File: src/rtl/spi_bus_arb.sv
// Round-robin arbiter that shares one 16-bit SPI master between the A2D sequencer (0)
// and the inertial sensor interface (1), with an optional lock for back-to-back transactions.
module spi_bus_arb #(
  parameter int unsigned LOCK_TO = 32,
  parameter int unsigned LTW     = 6
) (
  input  logic        clk,
  input  logic        rst_n,
  input  logic        wrt0,
  input  logic [15:0] cmd0,
  input  logic        lock0,
  output logic        done0,
  input  logic        wrt1,
  input  logic [15:0] cmd1,
  input  logic        lock1,
  output logic        done1,
  output logic [15:0] rd_data,
  output logic [1:0]  err,
  output logic        m_wrt,
  output logic [15:0] m_cmd,
  input  logic        m_done,
  input  logic [15:0] m_rd_data,
  input  logic        m_ss_n,
  output logic        ss_n0,
  output logic        ss_n1,
  output logic        owner,
  output logic        busy
);

  typedef enum logic [1:0] {IDLE, ISSUE, BUSY, HOLD} state_t;

  state_t          state;
  logic [1:0]      pend;
  logic [1:0]      hlock;
  logic [15:0]     hcmd0;
  logic [15:0]     hcmd1;
  logic            last;
  logic            lock_q;
  logic [LTW-1:0]  lock_cnt;

  logic [1:0]      wrt_v_c;
  logic            grant_c;
  logic            grant_id_c;
  logic [1:0]      grant_mask_c;

  assign wrt_v_c = {wrt1, wrt0};

  // Grant decision: IDLE serves any pending requester (ties go to the one not served last);
  // HOLD only serves the locked owner.
  always_comb begin
    grant_c    = 1'b0;
    grant_id_c = 1'b0;
    case (state)
      IDLE: begin
        case (pend)
          2'b01:   begin grant_c = 1'b1; grant_id_c = 1'b0;  end
          2'b10:   begin grant_c = 1'b1; grant_id_c = 1'b1;  end
          2'b11:   begin grant_c = 1'b1; grant_id_c = ~last; end
          default: begin grant_c = 1'b0; grant_id_c = 1'b0;  end
        endcase
      end
      HOLD: begin
        grant_c    = pend[owner];
        grant_id_c = owner;
      end
      default: begin
        grant_c    = 1'b0;
        grant_id_c = 1'b0;
      end
    endcase
    grant_mask_c = grant_c ? (grant_id_c ? 2'b10 : 2'b01) : 2'b00;
  end

  always_ff @(posedge clk or negedge rst_n) begin
    if (!rst_n) begin
      state    <= IDLE;
      pend     <= 2'b00;
      hlock    <= 2'b00;
      hcmd0    <= 16'h0000;
      hcmd1    <= 16'h0000;
      owner    <= 1'b0;
      last     <= 1'b1;
      lock_q   <= 1'b0;
      lock_cnt <= '0;
      m_cmd    <= 16'h0000;
      m_wrt    <= 1'b0;
      err      <= 2'b00;
    end else begin
      m_wrt <= 1'b0;
      // A write landing on an already-pending slot is dropped and flagged.
      err   <= wrt_v_c & pend;
      pend  <= (pend & ~grant_mask_c) | (wrt_v_c & ~pend);
      if (wrt0 && !pend[0]) begin
        hcmd0    <= cmd0;
        hlock[0] <= lock0;
      end
      if (wrt1 && !pend[1]) begin
        hcmd1    <= cmd1;
        hlock[1] <= lock1;
      end

      if (grant_c) begin
        owner  <= grant_id_c;
        m_cmd  <= grant_id_c ? hcmd1 : hcmd0;
        lock_q <= hlock[grant_id_c];
        m_wrt  <= 1'b1;
        state  <= ISSUE;
      end else begin
        case (state)
          ISSUE: state <= BUSY;
          BUSY: begin
            if (m_done) begin
              if (lock_q) begin
                lock_cnt <= '0;
                state    <= HOLD;
              end else begin
                last  <= owner;
                state <= IDLE;
              end
            end
          end
          HOLD: begin
            if (lock_cnt == LTW'(LOCK_TO - 32'd1)) begin
              last  <= owner;
              state <= IDLE;
            end else begin
              lock_cnt <= lock_cnt + 1'b1;
            end
          end
          default: ;
        endcase
      end
    end
  end

  // Done pulse, read data and slave select are steered combinationally to the owner.
  assign done0   = (state == BUSY) && m_done && !owner;
  assign done1   = (state == BUSY) && m_done && owner;
  assign rd_data = m_rd_data;
  assign ss_n0   = owner ? 1'b1 : m_ss_n;
  assign ss_n1   = owner ? m_ss_n : 1'b1;
  assign busy    = (state != IDLE);

endmodule

File: config.mk
export PLATFORM = sky130hd
export DESIGN_NAME = spi_bus_arb
export DESIGN_NICKNAME = d
export VERILOG_FILES = /design/src/rtl/spi_bus_arb.sv
export SDC_FILE = /design/constraint.sdc
export NUM_CORES = 1
export LEC_CHECK = 0
export CAP_MARGIN = 30
export CORE_MARGIN = 4
export CORE_UTILIZATION = 48
export CTS_BUF_LIST = sky130_fd_sc_hd__clkbuf_8
export DETAILED_ROUTE_END_ITERATION = 16
export HOLD_SLACK_MARGIN = 0.1
export PLACE_DENSITY_LB_ADDON = 0.3
export SLEW_MARGIN = 40
export SYNTH_ARGS = -nofsm -noshare
export SYNTH_HDL_FRONTEND = slang
export SYNTH_SLANG_ARGS = --single-unit
File: constraint.sdc
create_clock -name clk -period 2.1 [get_ports clk]
set_input_delay 0.21 -clock clk [delete_from_list [all_inputs] [get_ports clk]]
set_output_delay 0.21 -clock clk [all_outputs]
set_load 0.05 [all_outputs]
======== Word level (Yosys, flattened, before mapping) ========
Index checks and enable logic that the tools add are counted.
storage, ports and cells
  word-level logic and storage cells ...... 81
  output and inout bits ................... 41
  input bits .............................. 56
  register bits after elaboration ......... 66
operators by class
  multiplexer cells ....................... 27
  order comparisons ....................... 2
  bitwise gates (word level) .............. 8
  eq/ne operators ......................... 14
  reduce and logical (&&, ||, !) cells .... 16
  add/sub/neg operators ................... 1
operator list
  operator                                                               count
  6-bit two-way mux                                                      3
  16-bit two-way mux                                                     1
  2-bit two-way mux                                                      6
  6-bit case mux with 2 select lines                                     1
  1-bit two-way mux                                                      11
  2-bit != test, second input constant                                   5
  5-bit AND reduction                                                    2
  2-bit equality test, second input constant                             4
  1-bit case mux with 2 select lines                                     4
  6-bit by 1-bit adder with 6-bit output, second input constant          1
  2-bit AND                                                              3
  6-bit by 5-bit equality test with 1-bit output, second input constant  1
  3-bit != test, second input constant                                   2
  2-bit case mux with 3 select lines                                     1
  1-bit logical AND                                                      5
  2-bit by 1-bit equality test with 1-bit output, second input constant  2
  1-bit by 2-bit < comparator with 1-bit output, second input constant   2
  2-bit NOT                                                              2
  2-bit nonzero test                                                     2
  4-bit nonzero test                                                     1
  1-bit zero test                                                        3
  3-bit AND reduction                                                    1
  3-bit OR reduction                                                     1
  2-bit zero test                                                        1
  2 further kinds                                                        3

======== Logic depth before layout (Yosys ltp) ========
  word-level depth ........................ 8
  gate-level depth with buffers ........... 8
  mapped depth without buffers ............ 6

======== Least setup slack after synthesis ========
No wires, ideal clock.
  path kind ............................... register to register
  from .................................... reg owner
  to ...................................... reg lock_cnt[4]
  stages on the path, launching flop included .. 6
  clock period less this slack ............ 1.767 ns
  required time ........................... 2.005 ns
  setup slack ............................. 0.333 ns
  library setup time ...................... 0.095 ns
  path buffers ............................ 1
  data arrival time ....................... 1.671 ns
  cell sequence ........................... dfrtp_1 buf_6 mux2i_1 o22ai_1 or3b_4 o31ai_1
on the way
  longest elaborated chain between the ends .. 5
ends and longest elaborated chain
  what                                                  RTL line  text
  from (decl)                                           26        output logic owner,
  from (signal assigned)                                103       owner <= grant_id_c;
  1-bit two-way mux (implied by the code) (2 in a row)  63        grant_c = pend[owner];
  1-bit case mux with 2 select lines                    53        case (state)
  1-bit NOT (no line)                                   n/a
  5-bit AND reduction (no line)                         n/a
  to (signal assigned)                                  127       lock_cnt <= lock_cnt + 1'b1;
  to (decl)                                             39        logic [LTW-1:0] lock_cnt;
No other way between the ends. The select of a mux whose other input is x is not followed.
A chain may end at the register's enable or synchronous reset.

======== Final worst setup path ========
  from .................................... reg owner
  to ...................................... out owner
No word-level cell between the ends.

==> results.ini <==
[routing]
ant_nets=0
routed_via_density=5.20
drt_wl_total_mm=5.76
wl_per_cell_um=15.1
initialDrtViolationCount=88
drc=0
vias=1985
drtPass1Iterations=4

[global_route]
use_met3=0.0615
track_usage=0.166
met2_usage=0.273
overflow=0
grt_pass1_wl_mm=9.63
grt_pass1_vias=2059
grt_use_met1=0.200
top_usage_layer=met2
grt_max_degree=67
antenna_found_initial=0

[setup_path]
cp.required_ns=1.89
crit_chain=clkdlybuf4s50_1
r2r_slack_ns=0.22
r2r_end=lock_cnt[3]$_DFFE_PN0P_
worst-path-max-fanout=9
startpoint=owner$_DFFE_PN0P_
worstSetupPathDepth=1
crit_arrival_ns=1.70
startpoint_type=flop
crit_path_end_kind=output pin
reg2reg_from=state[0]$_DFFE_PN0P_
max_stage_delay_ns=0.86
cpMaxStageDelayCell=clkdlybuf4s50_1
ff2ff_path_depth=6
crit_family=buffers and inverters
crit_end=owner
crit_type=reg2out
worst-path-buf-inv=1

[power_and_ir_drop]
ir_worst_vdd_uv=866
intPower_w=0.00387
swShare=0.406
p_per_area_nw_per_um2=1690
power_frac_seq=0.343
p_sw_w=0.00265
p_comb_frac=0.502
p_leak_nw=1.69
clkPwrFrac=0.155

[worst_hold_path]
hp-class=in2out
hold_depth=0

[clock_network]
htreeDepth=3
cts_buffers=9
post_cts_buffers=0
path_clk_slew_ns=0.07
cts_sinks=66
ctsLongestPathBuffers=2
cts_tree=done
clkLatencyLatePin_ns=0.33
cts_root_buf=clkbuf_8

[sta]
maxSlewViolCount=0
setup-violations-final=0
max-slew-margin-rel=0.636
rsz0062_at_grt=false
worstMarginPinSlew_ns=0.546
hold_violations=0
layout_min_cycle_time_ns=1.91
fin_crit_sh=0.908
setup_tns_ns=0
worst_clock_skew_ns=0.00614
whs_ns=0.420
max_freq_ghz=0.524

[place]
portBuffers=64
gp_congestion=0.859
dp_hpwl_mm=3.95
placed_cell_area_um2=3660

[yosys]
ys_ff_latch=66
syn_area_per_cell_um2=12.1
ys_warn_count=0
syn_nets=310
synth_xor_area_frac=0
synth_top_family_by_area=multiplexers
synth.cell_area_um2=3010
muxShareOfSynthArea=0.191
synth_simple_gate_area_share=0.0851
yosys.area_share.adder=0.0208
synth_cells=249
synth_compound_area_frac=0.0831
ys_seq_area_frac=0.549
yosysUniqueCellTypes=31

[floorplanning]
start_util=0.503
die_w_um=87.2
die_y_um=87.2
core-area_um2=5990
io-pin-count=97
die-area_um2=7610
num_rows=28

[status]
status=completed

[run]
cap_viol_max_count=0

[final_layout]
drive_above_1_share=0.218
mostFrequentLayoutCell=dfrtp_1
insertedDiodeCount=0
final_area_um2=3850
syn2layout_area_growth_pct=27.9
nets=364
final_cell_mix=dfrtp_1 (65), clkdlybuf4s50_1 (58), mux2_2 (35), nor2_1 (20), a21oi_1 (20)

## layout make-up
class,instances,area [um^2]
inverter,3,11.3
multi-input combinational,151,1170
clock buffer,10,138
timing repair buffer,72,742
clock inverter,5,47.5
tap,75,93.8
fill,469,2140
sequential,66,1650
## power groups by stage
| stage | clock, W | sequential [W] | combinational (W) |
|---|---|---|---|
| after floorplan | 0 | 0.00279 | 0.00186 |
| after detailed placement | 0 | 0.00226 | 0.00332 |
| after CTS | 0.00103 | 0.00224 | 0.00332 |
| after global routing | 0.00110 | 0.00232 | 0.00356 |
| final | 0.00101 | 0.00224 | 0.00328 |
| after global placement | 0 | 0.00224 | 0.00324 |
## through the flow
stage	worst slack, ns	cells	total power (W)	utilization
2_1_floorplan	0.333	249	0.00464	-
3_3_place_gp	0.311	366	0.00548	0.611
3_5_place_dp	0.234	366	0.00558	0.611
4_1_cts	0.0331	382	0.00659	0.643
5_1_grt	0.0878	382	0.00697	0.643
6_report	0.193	382	0.00652	0.643
## cells by family after synthesis
family | after synthesis
buf+inv | 32
compound gates | 43
fa+ha+maj | 5
flops | 66
simple gates | 50
mux | 53
## worst min path at each step
stage,slack (ns),start,endpoint
2_1_floorplan,-0.09,rst_n,err[0]$_DFF_PN0_
3_5_place_dp,0.25,rst_n,m_wrt$_DFF_PN0_
5_1_grt,0.42,m_rd_data[1],rd_data[1]
4_1_cts,0.42,m_rd_data[14],rd_data[14]
3_3_place_gp,0.26,rst_n,m_cmd[0]$_DFFE_PN0P_
6_report,0.42,m_rd_data[0],rd_data[0]
## state kept, by name (all words and copies together), names as in the netlist
signal	count
hcmd1	16
lock_cnt	6
err	2
m_wrt	1
hcmd0	16
state	2
m_cmd	16
pend	2
hlock	2
owner	1
last	1
lock_q	1
## cells in the mapped netlist
cell type | count | share of area
buf_6 | 2 | 0.0075
and3_1 | 1 | 0.0021
mux2_2 | 35 | 0.13
nor2b_1 | 4 | 0.0083
dfrtp_1 | 65 | 0.54
nand2_1 | 5 | 0.0062
o2bb2ai_1 | 1 | 0.0029
buf_4 | 19 | 0.047
ha_1 | 5 | 0.021
nand2b_1 | 5 | 0.010
mux2i_1 | 18 | 0.060
or3_1 | 2 | 0.0042
o21ai_0 | 9 | 0.015
a22o_1 | 1 | 0.0029
nor2_1 | 20 | 0.025
a21oi_1 | 20 | 0.033
buf_2 | 8 | 0.013
o22ai_1 | 1 | 0.0021
o31ai_1 | 6 | 0.015
or2_2 | 2 | 0.0042
nand3_1 | 3 | 0.0050
nand3b_1 | 2 | 0.0050
o21ai_1 | 1 | 0.0017
or3b_4 | 1 | 0.0037
a32oi_1 | 1 | 0.0029
inv_1 | 3 | 0.0037
and4_1 | 1 | 0.0029
dfstp_2 | 1 | 0.0087
o21a_1 | 2 | 0.0050
a211oi_1 | 1 | 0.0025
and2_1 | 4 | 0.0083
## what timing repair did
action / 4_1_cts / 5_1_grt
hold buffers: 1 / 0
endpoints found under the hold margin: 65 / 0
gates resized for setup: 1 / 1
setup endpoints to repair: 1 / 1
## routing by layer
metal	share of wire	wire, um
met4	0.011	61
met3	0.069	398
met1	0.43	2460
met2	0.49	2840
met5	0	0
## worst reg2reg max path, cell delays in order, from the launching register on
cell and delay [ns]:
dfrtp_1 0.38, inv_1 0.08, ha_1 0.25, nand2b_1 0.18, o2bb2ai_1 0.26, or3b_4 0.44, o31ai_1 0.20
(Power assumes the default switching activity.)
